## src/rtl/pe_bus_feeder.sv

```systemverilog
// rtl/pe_bus_feeder.sv - burst reader that streams buffer words into one PE input FIFO
// Reads a (base, len) burst from a 1-cycle-latency buffer port and forwards words under PE backpressure.
module pe_bus_feeder #(
  parameter int DATA_WIDTH = 16,
  parameter int ADDR_WIDTH = 10,
  parameter int LEN_WIDTH  = 8
) (
  input  logic                  clk,
  input  logic                  rst,
  input  logic                  cmd_start,
  input  logic [ADDR_WIDTH-1:0] cmd_base,
  input  logic [LEN_WIDTH-1:0]  cmd_len,
  output logic                  cmd_busy,
  output logic                  done,
  output logic                  mem_rd_en,
  output logic [ADDR_WIDTH-1:0] mem_rd_addr,
  input  logic [DATA_WIDTH-1:0] mem_rd_data,
  input  logic                  pe_fifo_full,
  output logic [DATA_WIDTH-1:0] data_out,
  output logic                  data_out_en
);

  localparam logic [1:0] ST_IDLE   = 2'd0;
  localparam logic [1:0] ST_RUN    = 2'd1;
  localparam logic [1:0] ST_FINISH = 2'd2;

  localparam logic [ADDR_WIDTH-1:0] ADDR_ONE = ADDR_WIDTH'(1);
  localparam logic [LEN_WIDTH-1:0]  LEN_ONE  = LEN_WIDTH'(1);

  logic [1:0]            state;
  logic [LEN_WIDTH-1:0]  reads_left;
  logic [LEN_WIDTH-1:0]  xfers_left;
  logic [1:0]            occ;
  logic                  inflight;
  logic [DATA_WIDTH-1:0] head;
  logic [DATA_WIDTH-1:0] tail;
  logic                  xfer;
  logic                  push;
  logic [2:0]            pending;

  assign xfer        = (occ != 2'd0) && !pe_fifo_full;
  assign data_out_en = xfer;
  assign data_out    = head;
  assign push        = inflight;
  assign cmd_busy    = (state != ST_IDLE);
  assign done        = (state == ST_FINISH);

  // Count the word popping this cycle as free space so a steady stream never bubbles.
  assign pending   = {1'b0, occ} + {2'b00, inflight};
  assign mem_rd_en = (state == ST_RUN) && (reads_left != '0) &&
                     (pending < (3'd2 + {2'b00, xfer}));

  always_ff @(posedge clk or negedge rst) begin
    if (!rst) begin
      state       <= ST_IDLE;
      reads_left  <= '0;
      xfers_left  <= '0;
      mem_rd_addr <= '0;
    end else begin
      case (state)
        ST_IDLE: begin
          if (cmd_start) begin
            mem_rd_addr <= cmd_base;
            reads_left  <= cmd_len;
            xfers_left  <= cmd_len;
            state       <= (cmd_len == '0) ? ST_FINISH : ST_RUN;
          end
        end
        ST_RUN: begin
          if (mem_rd_en) begin
            mem_rd_addr <= mem_rd_addr + ADDR_ONE;
            reads_left  <= reads_left - LEN_ONE;
          end
          if (xfer) begin
            xfers_left <= xfers_left - LEN_ONE;
            if (xfers_left == LEN_ONE) state <= ST_FINISH;
          end
        end
        ST_FINISH: state <= ST_IDLE;
        default:   state <= ST_IDLE;
      endcase
    end
  end

  // Two-entry shift buffer: head feeds data_out and keeps its value once drained.
  always_ff @(posedge clk or negedge rst) begin
    if (!rst) begin
      occ      <= 2'd0;
      inflight <= 1'b0;
      head     <= '0;
      tail     <= '0;
    end else begin
      inflight <= mem_rd_en;
      case ({push, xfer})
        2'b10: begin
          if (occ == 2'd0) head <= mem_rd_data;
          else             tail <= mem_rd_data;
          occ <= occ + 2'd1;
        end
        2'b01: begin
          if (occ == 2'd2) head <= tail;
          occ <= occ - 2'd1;
        end
        2'b11: begin
          if (occ == 2'd2) begin
            head <= tail;
            tail <= mem_rd_data;
          end else begin
            head <= mem_rd_data;
          end
        end
        default: begin
        end
      endcase
    end
  end

  assert property (@(posedge clk) disable iff (!rst) occ != 2'd3);

endmodule

```

## config.mk

```make
export PLATFORM = sky130hd
export DESIGN_NAME = pe_bus_feeder
export DESIGN_NICKNAME = d
export VERILOG_FILES = /design/src/rtl/pe_bus_feeder.sv
export SDC_FILE = /design/constraint.sdc
export NUM_CORES = 1
export LEC_CHECK = 0
export ABC_CLOCK_PERIOD_IN_PS = 2900
export CORE_UTILIZATION = 51
export CTS_CLUSTER_SIZE = 10
export DETAILED_ROUTE_END_ITERATION = 12
export PLACE_DENSITY = 0.91
export RECOVER_POWER = 100
export SETUP_SLACK_MARGIN = 0.1
export SLEW_MARGIN = 20
export SYNTH_ARGS = -nofsm -noshare
export SYNTH_HDL_FRONTEND = slang
export SYNTH_SLANG_ARGS = --single-unit
```

## constraint.sdc

```tcl
create_clock -name clk -period 2.9 [get_ports clk]
set_input_delay 0.725 -clock clk [delete_from_list [all_inputs] [get_ports clk]]
set_output_delay 0.725 -clock clk [all_outputs]
set_load 0.02 [all_outputs]
```

==> summary.txt <==
Outcome
  • Status: finished, violations left
  • Failing checks: max-capacitance violations, max-slew violations

Placement
  • Dpl ws: -0.259 ns
  • Routability cong.: 0.905
  • I/O Buffers: between 60 and 70
  • Post-Place Cells: 478
  • Post-DP Area: 4110 um^2
  • DPL Wire Length: 5300 um

GRT
  • First-pass GRT wire length: 12,300 um
  • Overflow after GRT: 0
  • Initial antenna violation count: 0
  • Largest net degree at the start of global routing: 64
  • Total GRT Usage: 0.240
  • Vias in the first global route: 2,708

Clocking
  • CTS tree: built
  • Reg clk slew, reported paths: 0.07 ns
  • CTS H-Tree Depth: 3
  • TritonCTS Buffers: 9
  • Clk sink count: 63
  • Setup Fix Bufs, Post-CTS: 0
  • CTS Hold Buffers Added: 0
  • Worst-skew pair later-pin latency: 0.34 ns
  • Clk root buf: clkbuf_8
  • Max clock buf depth: 2

Timing
  • Final setup vio count: 0
  • RSZ-0062 raised after global routing: false
  • Clk_skew: 0.00604 ns
  • Crit path time final: about 2.8 ns
  • Hold Vio Cnt, Final: 0
  • F_max: approximately 360 MHz
  • Final worst slack: 0.146 ns
  • Final period utilization: 0.949
  • Worst slew pin tran: 1.52 ns
  • Slew Limit Fails: 64
  • Max-slew headroom: -0.0122

Setup path
  • Critical path type: primary input to primary output
  • CP arrival: 2.03 ns
  • Setup crit end kind: primary output
  • Startpoint Class: primary input
  • Max FO, Critical Path: 2
  • Worst path required time: 2.17 ns
  • R2R depth: 8

Pwr
  • Power Density: 1260 nW/um^2
  • Static Leak: 0.00174 uW
  • IR drop worst, VDD: slightly below 0.7 mV
  • Power Total: between 5000 and 6000 uW

Die
  • Initial Util: 0.543
  • Rows: 28
  • Die Height: 82.6 um
  • Core area: 6100 um^2
  • Die W: 82.6 um
  • Die Area: 6820 um^2
  • I/O pin cnt: 68

Final layout
  • Diodes inserted: 0
  • Final instance area: 4230 um^2
  • NumNets Final: 463
  • FILL cells: 481
  • Share of cells above drive strength 1: 0.112
  • Fin cells: a little under 500
  • Area Growth Syn to Fin: 27.7%

Yosys
  • Most used flip-flop cell after synthesis: dfrtp_1
  • Syn Area/Cell: 9.68 um^2
  • Syn. warnings: 0
  • Sequential-to-total area share from yosys stat: 0.476
  • Cell area after synthesis: 3310 um^2
  • Fraction of registers with async set or reset after synthesis: 1.00
  • Netlist cell types: 43
  • Syn nets: 391
  • Number of synthesized flops with an enable pin: 0
  • Post-Syn Instances: around 340
  • Seq cells post-synth: 63

Route
  • Wirelength per Cell: 15.4 um
  • Drt first pass iters: 4
  • Vias: approximately 2,900
  • Antenna Nets Post-Route: 0
  • Iteration-0 DRC count of the detailed router: 155
  • DRC: 0
  • WL final: 7590 um
  • Via density: between 5 and 6

Worst hold path
  • WHS Path Cells: 1
  • Hold Path Class: register to register

Job
  • Total of max-cap violations: 1
-- what timing repair did --
action	4_1_cts	5_1_grt
resized for setup	2	4
setup endpoints to repair	2	1
gates cloned	0	0
pin swaps	0	0
-- routing by layer --
metal | GRT usage | vias up | part of all wire
met5 | 0 | - | 0
met4 | 0.0534 | 0 | 0.0076
met3 | 0.0692 | 7 | 0.069
met2 | 0.397 | 108 | 0.50
met1 | 0.313 | 1369 | 0.42
li1 | - | 1394 | -
-- stage by stage --
| stage | setup TNS (ns) | hold WS (ns) | utilization |
|---|---|---|---|
| after floorplan | 0 | 0.429 | - |
| after global placement | -0.177 | 0.476 | 0.674 |
| after detailed placement | -0.306 | 0.480 | 0.674 |
| after CTS | 0 | 0.397 | 0.706 |
| after global routing | 0 | 0.530 | 0.694 |
| final | 0 | 0.499 | 0.694 |
-- final timing paths --
kind / start / end / slack [ns]
setup / recovery: pe_fifo_full / mem_rd_en / 0.15
hold / removal: xfers_left[3] / xfers_left[3] / 0.50
setup reg to reg: inflight / mem_rd_addr[0] / 0.38
hold reg to reg: xfers_left[3] / xfers_left[3] / 0.50
max in group asynchronous: rst / data_out[12] / 1.15
min in group asynchronous: rst / data_out[1] / 0.84
-- cell usage in the layout, fill, tap and decap left out, types with 2 or more instances in the layout --
cell / n
a211oi_1: 2
a21oi_1: 51
a22oi_1: 19
a31oi_1: 6
buf_12: 2
buf_4: 5
clkbuf_1: 5
clkbuf_2: 2
clkbuf_8: 9
clkdlybuf4s50_1: 36
clkinv_2: 2
clkinvlp_4: 2
dfrtp_1: 63
dlygate4sd3_1: 28
ha_1: 11
inv_1: 8
mux2_2: 16
mux2i_1: 2
nand2_1: 22
nand2b_1: 3
nand3_1: 6
nand4_1: 4
nor2_1: 47
nor2b_1: 2
nor3_1: 3
nor4_1: 2
o21ai_0: 19
o22a_1: 5
o22ai_1: 6
o2bb2ai_1: 3
o32ai_1: 2
or3_1: 3
or4_1: 3
xor2_1: 2
-- kinds of logic after synthesis --
kind of cell | share of synthesized area
AO/OA/AOI/OAI | 0.240
XOR/XNOR | 0.00793
adder cells (fa/ha/maj) | 0.0416
buffers and inverters | 0.0404
flip-flops | 0.476
multiplexers | 0.0604
AND/OR/NAND/NOR | 0.133
-- Yosys cell counts, drive strengths merged, types with 4 or more instances --
master / instances / share of area
dfrtp: 63 / 0.48
o21ai: 19 / 0.029
nand2: 22 / 0.025
nor2: 47 / 0.053
nand4: 4 / 0.0076
nand3: 6 / 0.0091
clkbuf: 6 / 0.0068
ha: 11 / 0.042
buf: 13 / 0.025
mux2: 16 / 0.054
inv: 8 / 0.0091
a22oi: 19 / 0.043
a21oi: 52 / 0.082
o22a: 5 / 0.013
o22ai: 6 / 0.011
a31oi: 6 / 0.011
-- sequential cells by signal, summed over array words and instances (netlist names) --
register and count:
data_out 16, tail 16, mem_rd_addr 10, reads_left 8, xfers_left 8, occ 2, state 2, inflight 1
-- where the power goes --
group	total, uW	internal (uW)	switching [uW]
Sequential	1710	1350	364
Combinational	2870	1250	1630
Clock	753	398	356
-- critical path, cell delays in order --
cell             delay [ns]
clkdlybuf4s50_1        0.39
o21bai_1               0.18
o21a_4                 0.21
nor3_1                 0.28
clkbuf_2               0.24
-- final cells by class --
type,instances,area [um^2],share of cell area
flip-flops and latches,63,1580,0.373
multi-input cells,252,1570,0.372
repair buffers,80,761,0.180
clock buffers,9,124,0.0293
well taps,75,93.8,0.0222
clock inverters,7,72.6,0.0172
inverters,8,30.0,0.00710
Note: power is estimated with default switching activity, not from simulation.
